$ cat src/rtl/router_in_arbiter.sv
// Packet-level round-robin arbiter feeding the single input port of the 1x3 router.
// One source owns the port from header through parity; an idle gap separates packets.
module router_in_arbiter #(
  parameter int DATA_WIDTH = 8,
  parameter int MAX_BYTES  = 64,
  parameter int GAP_CYCLES = 1
) (
  input  logic                  clock,
  input  logic                  reset,
  input  logic [2:0]            req,
  input  logic [DATA_WIDTH-1:0] data_in_0,
  input  logic [DATA_WIDTH-1:0] data_in_1,
  input  logic [DATA_WIDTH-1:0] data_in_2,
  input  logic                  router_busy,
  output logic [2:0]            grant,
  output logic [2:0]            ready,
  output logic                  pkt_valid,
  output logic [DATA_WIDTH-1:0] data_out,
  output logic [6:0]            byte_cnt,
  output logic                  err_overrun
);

  localparam logic [1:0] S_IDLE   = 2'd0;
  localparam logic [1:0] S_PASS   = 2'd1;
  localparam logic [1:0] S_PARITY = 2'd2;
  localparam logic [1:0] S_GAP    = 2'd3;

  localparam logic [6:0] MAX_CNT  = 7'(MAX_BYTES);
  localparam logic [3:0] GAP_LOAD = 4'(GAP_CYCLES - 1);

  logic [1:0] state_q, state_d;
  logic [2:0] grant_q, grant_d;
  logic [1:0] last_q, last_d;
  logic [6:0] byte_cnt_q, byte_cnt_d;
  logic       err_overrun_q, err_overrun_d;
  logic [3:0] gap_cnt_q, gap_cnt_d;
  logic [2:0] blocked_q, blocked_d;

  logic [1:0] sel;
  logic       req_sel;
  logic [2:0] eligible;
  logic       enter_gap;

  // Search order starts just after the most recently served source.
  function automatic logic [2:0] rr_pick(input logic [2:0] r, input logic [1:0] last);
    logic [2:0] g;
    g = 3'b000;
    case (last)
      2'd0: begin
        if      (r[1]) g = 3'b010;
        else if (r[2]) g = 3'b100;
        else if (r[0]) g = 3'b001;
      end
      2'd1: begin
        if      (r[2]) g = 3'b100;
        else if (r[0]) g = 3'b001;
        else if (r[1]) g = 3'b010;
      end
      default: begin
        if      (r[0]) g = 3'b001;
        else if (r[1]) g = 3'b010;
        else if (r[2]) g = 3'b100;
      end
    endcase
    return g;
  endfunction

  function automatic logic [1:0] onehot_idx(input logic [2:0] g);
    return g[2] ? 2'd2 : (g[1] ? 2'd1 : 2'd0);
  endfunction

  assign sel      = onehot_idx(grant_q);
  assign req_sel  = req[sel];
  // A source cut off by an overrun stays masked until it drops req once.
  assign eligible = req & ~blocked_q;

  always_comb begin
    state_d       = state_q;
    grant_d       = grant_q;
    last_d        = last_q;
    byte_cnt_d    = byte_cnt_q;
    err_overrun_d = 1'b0;
    gap_cnt_d     = gap_cnt_q;
    blocked_d     = blocked_q & req;
    enter_gap     = 1'b0;

    case (state_q)
      S_IDLE: begin
        if (|eligible) begin
          grant_d    = rr_pick(eligible, last_q);
          byte_cnt_d = '0;
          state_d    = S_PASS;
        end
      end

      S_PASS: begin
        if (req_sel) begin
          if (!router_busy) begin
            if (byte_cnt_q == MAX_CNT) begin
              err_overrun_d  = 1'b1;
              blocked_d[sel] = 1'b1;
              enter_gap      = 1'b1;
            end else begin
              byte_cnt_d = byte_cnt_q + 7'd1;
            end
          end
        end else if (!router_busy) begin
          byte_cnt_d = byte_cnt_q + 7'd1;
          enter_gap  = 1'b1;
        end else begin
          state_d = S_PARITY;
        end
      end

      S_PARITY: begin
        if (!router_busy) begin
          byte_cnt_d = byte_cnt_q + 7'd1;
          enter_gap  = 1'b1;
        end
      end

      default: begin
        // The final gap cycle also arbitrates, so back-to-back packets are
        // separated by exactly GAP_CYCLES idle cycles.
        if (gap_cnt_q != 4'd0) begin
          gap_cnt_d = gap_cnt_q - 4'd1;
        end else if (|eligible) begin
          grant_d    = rr_pick(eligible, last_q);
          byte_cnt_d = '0;
          state_d    = S_PASS;
        end else begin
          state_d = S_IDLE;
        end
      end
    endcase

    if (enter_gap) begin
      grant_d   = 3'b000;
      last_d    = sel;
      gap_cnt_d = GAP_LOAD;
      state_d   = S_GAP;
    end
  end

  always_ff @(posedge clock or posedge reset) begin
    if (reset) begin
      state_q       <= S_IDLE;
      grant_q       <= 3'b000;
      last_q        <= 2'd2;
      byte_cnt_q    <= '0;
      err_overrun_q <= 1'b0;
      gap_cnt_q     <= '0;
      blocked_q     <= 3'b000;
    end else begin
      state_q       <= state_d;
      grant_q       <= grant_d;
      last_q        <= last_d;
      byte_cnt_q    <= byte_cnt_d;
      err_overrun_q <= err_overrun_d;
      gap_cnt_q     <= gap_cnt_d;
      blocked_q     <= blocked_d;
    end
  end

  always_comb begin
    data_out = '0;
    case (grant_q)
      3'b001:  data_out = data_in_0;
      3'b010:  data_out = data_in_1;
      3'b100:  data_out = data_in_2;
      default: data_out = '0;
    endcase
  end

  assign grant       = grant_q;
  assign ready       = grant_q & {3{~router_busy}};
  assign pkt_valid   = (state_q == S_PASS) & req_sel;
  assign byte_cnt    = byte_cnt_q;
  assign err_overrun = err_overrun_q;

endmodule
$ cat config.mk
export PLATFORM = sky130hd
export DESIGN_NAME = router_in_arbiter
export DESIGN_NICKNAME = d
export VERILOG_FILES = /design/src/rtl/router_in_arbiter.sv
export SDC_FILE = /design/constraint.sdc
export NUM_CORES = 1
export LEC_CHECK = 0
export CORE_UTILIZATION = 51
export CTS_BUF_LIST = sky130_fd_sc_hd__clkbuf_8
export CTS_CLUSTER_DIAMETER = 50
export DETAILED_ROUTE_END_ITERATION = 10
export PLACE_DENSITY = 0.95
export SYNTH_ARGS = -nofsm -noshare
export SYNTH_HDL_FRONTEND = slang
export SYNTH_SLANG_ARGS = --single-unit
$ cat constraint.sdc
create_clock -name clock -period 5.6 [get_ports clock]
set_clock_uncertainty 0.15 [all_clocks]
set_input_delay 0.84 -clock clock [delete_from_list [all_inputs] [get_ports clock]]
set_output_delay 0.84 -clock clock [all_outputs]
set_load 0.03 [all_outputs]
==> reports/metrics.yaml <==
ys_top_cells_by_count: "21 x dfrtp_1, 21 x o21ai_0, 20 x nand2_1, 14 x nor2_1, 12 x inv_1"
clockBufferDepth: 2
synth_top_area_share: 0.3355
hold_buffers: 0
yosysSeqAreaShare: 0.3522
antenna_found_initial: 0
drv_slew: 0
max_cap_viol_count: 0
routed_wl_mm: 4.219
hold_violations: 0
period_share: 0.6827
maxSlewHeadroom: 0.4366
cp-start-kind: "register"
pre_cts_slack_ps: 2075
place_hpwl_mm: 3.182
worstSetupPathType: "reg -> out"
synth.largest_area_cell: "dfrtp_1"
vias: 1601
post-cts-setup-buffers: 0
grt_util_all_layers: 0.2620
status: "finished clean"
nets: 274
required_ps: 4610
tns_ps: 0
synth_edf_count: 0
ant_nets: 0
syn-instance-count: 187
ys_types: 51
synth_simple_gate_area_frac: 0.2356
syn-num-nets: 224
worstPathMaxFanout: 17
cts_buffers: 3
synthMuxAreaShare: 0.02236
grt_start_max_net_pins: 23
drive_gt1_frac: 0.05508
cts.clk_slew.worst_paths_ps: 80
n_antenna_cell: 0
clkLatencyLatePin_ps: 270
vias_per_cell: 5.996
wl_per_cell_um: 15.80
fin_crit_ps: 3823
design.core.area_sq_um: 2829
cp_top_family: "buffers and inverters"
syn_area_sq_um: 1567
synthTopCellsByArea: "dfrtp_1 34%, o21ai_0 6.7%, ha_1 5.6%, nand2_1 4.8%, a22oi_1 3.8%"
synth-compound-area-share: 0.2692
cts_tree: "yes"
layout.cells.non_filler: 267
portBuffers: 52
initialDrtViolationCount: 107
grt_overflow: 0
die_h_um: 57.42
crit_buf_inv: 2
leakagePower_nw: 0.8932
cts_resized: 0
crit_arrival_ps: 2830
min_path_type: "reg -> reg"
synth_area_per_cell_sq_um: 8.377
power.total_mw: 1.104
cp_cell_sequence: "inv_1, nor3_1, nand2_1, o21ai_0, clkdlybuf4s50_1"
power.density_nw_per_um2: 511.5
synthFlopType: "dfrtp_1"
place.gp.congestion: 0.8357
grt_pass1_wl_mm: 6.699
htreeDepth: 1
fmax_ghz: 0.2616
synthAdderAreaFrac: 0.05591
max_slew.worst_pin.slew_ps: 838.6
start_util: 0.5537
dp_cells: 263
drc: 0
yosysWarnings: 0
rsz0062_at_grt: "false"
area_growth_pct: 37.78
firstDrtPassIters: 4
slowest_delay_ps: 740
die-area_sq_um: 3297
die_w_um: 57.42
clockRootBuffer: "clkbuf_8"
hold_ws_ps: 348.2
synth_top_family_by_area: "compound AO/OA/AOI/OAI gates"
ys_seq_elements: 22
synth_xor_area_frac: 0.01118
vdd_ir_drop_max_v: 0.0004351
rows: 19
async_flop_share: 1.000
grt_pass1_vias: 1429
setup_viol: 0
critPathCaptureType: "output port"
boundaryPins: 53
timing.final.ws_setup_ps: 1777
critical_path.slowest_cell: "nor3_1"
cts_sinks: 22
## state kept, by name (all words and copies together) (netlist names)
register,cells
byte_cnt,7
err_overrun,1
blocked_q,3
gap_cnt_q,4
grant,3
last_q,2
state_q,2
## per-stage QoR
step	area, sq um	util
after floorplan	1567	-
after global placement	2087	0.7377
after detailed placement	2087	0.7377
after CTS	2158	0.7629
after global routing	2158	0.7629
final	2158	0.7629
## area by class of cell
cell class	instances	area [sq um]
clock buffer	3	41.29
clock inverter	1	30.03
fill	197	670.6
inverter	12	45.04
multi-input combinational	146	930.9
sequential	22	551.8
tap	31	38.79
timing repair buffer	52	520.5
## cells by family (layout without fill, tap and decap cells)
kind of cell | Yosys count | after routing
AO/OA/AOI/OAI | 62 | 62
XOR/XNOR | 2 | 2
adder cells (fa/ha/maj) | 7 | 7
buffers and inverters | 19 | 68
flip-flops | 22 | 22
multiplexers | 3 | 3
AND/OR/NAND/NOR | 72 | 72
## final timing paths
kind / from / endpoint / slack [ps] / depth (start not counted)
hold / removal: blocked_q[1]$_DFF_PP0_ / blocked_q[1]$_DFF_PP0_ / 350 / 1
setup / recovery: grant[2]$_DFFE_PP0P_ / data_out[5] / 1780 / 5
hold reg to reg: blocked_q[1]$_DFF_PP0_ / blocked_q[1]$_DFF_PP0_ / 350 / 1
min in group asynchronous: reset / gap_cnt_q[2]$_DFFE_PP0P_ / 880 / 2
max in group asynchronous: reset / blocked_q[2]$_DFF_PP0_ / 3890 / 2
setup reg to reg: state_q[1]$_DFFE_PP0P_ / state_q[1]$_DFFE_PP0P_ / 3370 / 7
## layer usage
layer / global-route usage / part of all wire
met1: 0.3612 / 0.45
met2: 0.4269 / 0.49
met3: 0.04082 / 0.059
met4: 0.07317 / 0.0081
met5: 0 / 0
## layout by cell type, fill, tap and decap left out, types with 6 or more instances in the layout
cell type,instances
clkdlybuf4s50_1,52
o21ai_0,21
dfrtp_1,21
nand2_1,20
nor2_1,14
inv_1,12
a21oi_1,8
a22oi_1,8
nor2b_1,7
ha_1,7
nand3_1,6
## power breakdown
part / internal, mW / switching [mW] / total [mW]
combinational: 0.283 / 0.407 / 0.690
sequential: 0.207 / 0.0589 / 0.266
clock: 0.0955 / 0.0524 / 0.148
Note: power is estimated with default switching activity, not from simulation.
